==> src/rtl/demux_pkg.sv <==
// Shared constants, slot state type and a popcount helper for the buffered 1-to-8 demux.
package demux_pkg;

    localparam int DEF_WIDTH = 8;
    localparam int NCH       = 8;
    localparam int SEL_W     = 3;
    localparam int OCC_W     = 4;

    localparam logic [SEL_W-1:0] CH0 = 3'd0;
    localparam logic [SEL_W-1:0] CH1 = 3'd1;
    localparam logic [SEL_W-1:0] CH2 = 3'd2;
    localparam logic [SEL_W-1:0] CH3 = 3'd3;
    localparam logic [SEL_W-1:0] CH4 = 3'd4;
    localparam logic [SEL_W-1:0] CH5 = 3'd5;
    localparam logic [SEL_W-1:0] CH6 = 3'd6;
    localparam logic [SEL_W-1:0] CH7 = 3'd7;

    typedef enum logic {
        SLOT_EMPTY = 1'b0,
        SLOT_FULL  = 1'b1
    } slot_state_e;

    // Number of set bits in a channel vector; result spans 0..NCH.
    function automatic logic [OCC_W-1:0] popcount_ch(input logic [NCH-1:0] v);
        logic [OCC_W-1:0] cnt;
        cnt = '0;
        for (int i = 0; i < NCH; i++) begin
            cnt = cnt + OCC_W'(v[i]);
        end
        return cnt;
    endfunction

endpackage

==> src/rtl/demux_slot.sv <==
// One-entry holding register with valid/ready handshake for a single demux channel.
//
// state      | meaning
// -----------+-----------------------------------------------
// SLOT_EMPTY | no undelivered byte; a write fills the slot
// SLOT_FULL  | byte waiting; drain without write empties it,
//            | write (with or without drain) replaces the byte
module demux_slot
    import demux_pkg::*;
#(
    parameter int WIDTH = DEF_WIDTH
) (
    input  logic             clk,
    input  logic             rst_n,
    input  logic             wr_en,
    input  logic [WIDTH-1:0] wr_data,
    input  logic             rd_ready,
    output logic [WIDTH-1:0] data,
    output logic             valid
);

    slot_state_e      state_q, state_d;
    logic [WIDTH-1:0] data_q, data_d;

    // Next-state and data-capture logic; stale data is kept on drain.
    always_comb begin
        state_d = state_q;
        data_d  = data_q;
        case (state_q)
            SLOT_EMPTY: if (wr_en) state_d = SLOT_FULL;
            SLOT_FULL:  if (rd_ready && !wr_en) state_d = SLOT_EMPTY;
            default:    state_d = SLOT_EMPTY;
        endcase
        if (wr_en) data_d = wr_data;
    end

    // State and holding register, cleared asynchronously.
    always_ff @(posedge clk or negedge rst_n) begin
        if (!rst_n) begin
            state_q <= SLOT_EMPTY;
            data_q  <= '0;
        end else begin
            state_q <= state_d;
            data_q  <= data_d;
        end
    end

    assign data  = data_q;
    assign valid = (state_q == SLOT_FULL);

endmodule

==> src/rtl/demux1to8_buf.sv <==
// Buffered 1-to-8 demux: steers a byte to one of eight holding slots so a stalled
// consumer only blocks writes aimed at its own channel.
module demux1to8_buf
    import demux_pkg::*;
#(
    parameter int WIDTH = DEF_WIDTH
) (
    input  logic             clk,
    input  logic             rst_n,
    input  logic [WIDTH-1:0] in_data,
    input  logic [SEL_W-1:0] sel,
    input  logic             in_valid,
    output logic             in_ready,
    output logic [WIDTH-1:0] out1,
    output logic [WIDTH-1:0] out2,
    output logic [WIDTH-1:0] out3,
    output logic [WIDTH-1:0] out4,
    output logic [WIDTH-1:0] out5,
    output logic [WIDTH-1:0] out6,
    output logic [WIDTH-1:0] out7,
    output logic [WIDTH-1:0] out8,
    output logic [NCH-1:0]   out_valid,
    input  logic [NCH-1:0]   out_ready,
    output logic [OCC_W-1:0] occupancy
);

    logic [NCH-1:0]   wr_en;
    logic [NCH-1:0]   valid_nxt;
    logic [WIDTH-1:0] slot_data [NCH];
    logic [OCC_W-1:0] occupancy_q, occupancy_d;

    // Only the addressed channel decides readiness; in_valid is deliberately not involved.
    assign in_ready = !out_valid[sel] || out_ready[sel];

    // Decode the accepted write to a one-hot slot enable and predict next valid vector.
    always_comb begin
        wr_en = '0;
        for (int k = 0; k < NCH; k++) begin
            wr_en[k] = in_valid && in_ready && (sel == SEL_W'(k));
        end
        valid_nxt   = wr_en | (out_valid & ~out_ready);
        occupancy_d = popcount_ch(valid_nxt);
    end

    // Occupancy tracks the slot valids one cycle ahead so it lines up with them.
    always_ff @(posedge clk or negedge rst_n) begin
        if (!rst_n) occupancy_q <= '0;
        else        occupancy_q <= occupancy_d;
    end

    for (genvar g = 0; g < NCH; g++) begin : g_slot
        demux_slot #(.WIDTH(WIDTH)) u_slot (
            .clk      (clk),
            .rst_n    (rst_n),
            .wr_en    (wr_en[g]),
            .wr_data  (in_data),
            .rd_ready (out_ready[g]),
            .data     (slot_data[g]),
            .valid    (out_valid[g])
        );
    end

    assign out1      = slot_data[CH0];
    assign out2      = slot_data[CH1];
    assign out3      = slot_data[CH2];
    assign out4      = slot_data[CH3];
    assign out5      = slot_data[CH4];
    assign out6      = slot_data[CH5];
    assign out7      = slot_data[CH6];
    assign out8      = slot_data[CH7];
    assign occupancy = occupancy_q;

endmodule

==> config.mk <==
export PLATFORM = sky130hd
export DESIGN_NAME = demux1to8_buf
export DESIGN_NICKNAME = d
export VERILOG_FILES = /design/src/rtl/demux_pkg.sv /design/src/rtl/demux_slot.sv /design/src/rtl/demux1to8_buf.sv
export SDC_FILE = /design/constraint.sdc
export NUM_CORES = 1
export LEC_CHECK = 0
export BUFFER_PORTS_ARGS = -buffer_cell sky130_fd_sc_hd__buf_2
export CORE_MARGIN = 1.5
export CORE_UTILIZATION = 52
export CTS_CLUSTER_DIAMETER = 40
export CTS_CLUSTER_SIZE = 10
export DETAILED_ROUTE_END_ITERATION = 8
export PLACE_DENSITY = 0.8
export REMOVE_ABC_BUFFERS = 1
export SETUP_SLACK_MARGIN = 0.02
export SLEW_MARGIN = 20
export SYNTH_ARGS = -nofsm -noshare
export SYNTH_HDL_FRONTEND = slang
export SYNTH_HIERARCHICAL = 1
export SYNTH_SLANG_ARGS = --single-unit
==> constraint.sdc <==
create_clock -name clk -period 4.2 [get_ports clk]
set_input_delay 0.21 -clock clk [delete_from_list [all_inputs] [get_ports clk]]
set_output_delay 0.21 -clock clk [all_outputs]
set_load 0.01 [all_outputs]
==> run metrics <==
status=complete, but fails checks; failing checks=hold timing; design area=4260 µm²; largest cells by area after synthesis=dfrtp_1, mux2_4, buf_6, fa_1, inv_1; Hold WC Path Type=input port to asynchronous set/reset pin; boundary pin count=99; final setup vio count=0; PortBufs=98; total die area=7170 µm²; Final Max Slew Viols=0; first-pass GRT wire length=12100 µm; area share of the largest cell type after synthesis=0.548; final critical-path share of the clock period=0.761; Area Overhead vs Synth=22.9%; Distinct cells, synth=26; nets=359; internal power=0.00155 W; Final Power=0.00218 W; largest net degree at the start of global routing=77; Num CTS Buffers=9; Min Clock Period, post-route=3.20 ns; CTS sink cnt=76; Max-slew headroom=0.370; biggest area consumer among synthesized cells=dfrtp_1; GRT overflow=0; max_cap viols=0; routed length per instance=18.5 µm; Seq cells post-synth=76; syn_area_per_cell=15.6 µm²; CTS tree=yes; Sw Share=0.288; Initial DRC Count=116; Clock Latency Late Sink=0.35 ns; final hold violation count=1; RSZ-0062 raised after global routing=false; starting density of the core=0.543; hold slack=-0.00432 ns; post-CTS setup buffer count=0; Max H-tree Level=3; layout cell share with drive strength beyond 1=0.588; peak fanout along the critical path=11; vias in the first global route=2207; total wire length=7640 µm; Routed Antenna Nets=0; Vias/cell=5.31; Post-Syn Instances=222; via count=2187; core box area=6390 µm²; switching power=0.000627 W; leakage power=2.22 nW; post-CTS resize count=0; Worst R2R Start=g_slot[1].u_slot/valid$_DFF_PN0_; VDD IR max=0.358 mV; pwr dens=511 nW/µm²; Clock power frac=0.292; Setup Skew=0.00961 ns; drt pass-1 iters=4; crit path kind=input port to flip-flop; worst-case clock buffer depth=2; Die Y=84.7 µm; Req. time, crit path=4.43 ns; Max Clk Rate=313 MHz; Syn. warnings=6; drt drc=0; TNS Setup=0 ns; antenna cells=0; initial antenna violation count=0; register area share after synthesis=0.548; Placed Area=4030 µm²; fillcell total=466; CP Capture Type=flip-flop; Final Wtd Congestion=0.907; Sequential Power Share=0.448; clock-pin slew on the worst setup and hold paths=0.08 ns; Mapped Area=3470 µm²; CP arrival=3.43 ns; Worst Setup SP=sel[0]; dpl hpwl=5220 µm; Root Buffer=clkbuf_8; crit start category=input port; hold-fix buffer count after cts=0; slew at the pin closest to its max-slew limit=0.945 ns; Rows=29; Comb pwr share=0.260; total track usage=0.224; Die X=84.7 µm
[cells in the final DEF, fill, tap and decap left out]
| cell type | Yosys | layout |
|---|---|---|
| a211o_1 | 1 | 1 |
| a21o_2 | 8 | 8 |
| a21oi_1 | 2 | 2 |
| a311o_1 | 2 | 2 |
| buf_2 | 0 | 97 |
| buf_4 | 1 | 9 |
| bufinv_16 | 0 | 2 |
| clkbuf_8 | 0 | 9 |
| clkinv_4 | 0 | 1 |
| dfrtp_1 | 76 | 76 |
| fa_1 | 4 | 4 |
| ha_1 | 3 | 3 |
| inv_1 | 20 | 20 |
| inv_6 | 0 | 3 |
| inv_8 | 0 | 1 |
| mux2_4 | 64 | 64 |
| nand2_1 | 2 | 2 |
| nand2b_1 | 3 | 3 |
| nand3b_1 | 1 | 1 |
| nand4_1 | 1 | 1 |
| nor2_1 | 10 | 10 |
| nor2b_1 | 3 | 3 |
| nor3_2 | 0 | 1 |
| nor3b_1 | 3 | 3 |
| nor4b_2 | 0 | 1 |
| o21bai_1 | 1 | 1 |
| o22ai_1 | 1 | 1 |
| o2bb2ai_1 | 2 | 2 |
| o311ai_2 | 1 | 1 |
| o32ai_1 | 2 | 2 |
| xnor2_1 | 1 | 1 |
[sequential cells by signal, indices dropped and copies added, names as in the netlist]
name	count
g_slot.u_slot/valid	8
g_slot.u_slot/data	64
occupancy	4
[area by class of cell]
class                      instances  area, µm²  share of cell area
inverter                          20       75.1              0.0176
tap                               77       96.3              0.0226
clock buffer                       9        124              0.0291
sequential                        76       1900               0.446
multi-input combinational        117       1410               0.330
timing repair buffer             106        553               0.130
clock inverter                     7        106              0.0250
[power by group through the flow]
stage | Clock (W) | Sequential, W | Combinational (W)
5_1_grt | 0.000685 | 0.000994 | 0.000604
4_1_cts | 0.000645 | 0.000975 | 0.000573
2_1_floorplan | 0 | 0.00105 | 0.000252
3_5_place_dp | 0 | 0.000984 | 0.000570
6_report | 0.000636 | 0.000976 | 0.000566
3_3_place_gp | 0 | 0.000979 | 0.000553
[cells in the mapped netlist]
library cell / instances
o21bai_1: 1
nor2b_1: 3
nor4b_1: 1
o311ai_2: 1
o22ai_1: 1
xnor2_1: 1
dfrtp_1: 76
mux2_4: 64
nand2_1: 2
nand4_1: 1
buf_4: 1
inv_1: 20
a211o_1: 1
a21oi_1: 2
o32ai_1: 2
nand2b_1: 3
buf_6: 8
nand3b_1: 1
a311o_1: 2
nor2_1: 10
fa_1: 4
ha_1: 3
o2bb2ai_1: 2
a21o_2: 8
nor3_1: 1
nor3b_1: 3
[routing by layer]
metal	up-vias	GRT usage	routed length, µm	part of all wire
met4	0	0.0777	66	0.0086
met3	9	0.0472	333	0.044
met5	-	0	0	0
li1	984	-	-	-
met2	78	0.360	3840	0.50
met1	1116	0.305	3400	0.45
[critical path, stage by stage]
cell	delay (ns)
buf_2	0.17
nand2b_1	0.26
o32ai_1	0.39
fa_1	0.51
fa_1	0.57
inv_1	0.06
fa_1	0.47
inv_1	0.07
ha_1	0.16
inv_1	0.06
fa_1	0.37
xnor2_1	0.14
[through the flow]
step | std cells | worst slack [ns] | utilization
after floorplan | 213 | 1.08 | -
after global placement | 396 | 0.819 | 0.631
after detailed placement | 396 | 0.638 | 0.631
after CTS | 412 | 1.01 | 0.667
after global routing | 412 | 0.906 | 0.667
final | 412 | 1.00 | 0.667
[worst paths after layout]
| kind | to | slack [ns] | depth (start not counted) |
|---|---|---|---|
| max | occupancy[2]$_DFF_PN0_ | 1.00 | 12 |
| min | g_slot[0].u_slot/valid$_DFF_PN0_ | -0.004 | 1 |
| max reg2reg | occupancy[2]$_DFF_PN0_ | 1.05 | 11 |
| min reg2reg | g_slot[0].u_slot/valid$_DFF_PN0_ | 0.51 | 1 |
| max in group asynchronous | g_slot[7].u_slot/data[6]$_DFFE_PN0P_ | 3.58 | 1 |
| min in group clk | g_slot[7].u_slot/valid$_DFF_PN0_ | 0.14 | 3 |
[kinds of logic after synthesis]
group,count (synthesis),synth area share
multiplexers,64,0.277
AND/OR/NAND/NOR,25,0.0382
flip-flops,76,0.548
adder cells (fa/ha/maj),7,0.0339
buffers and inverters,29,0.0498
AO/OA/AOI/OAI,20,0.0502
XOR/XNOR,1,0.00253
Power figures use the tool's default switching activity.
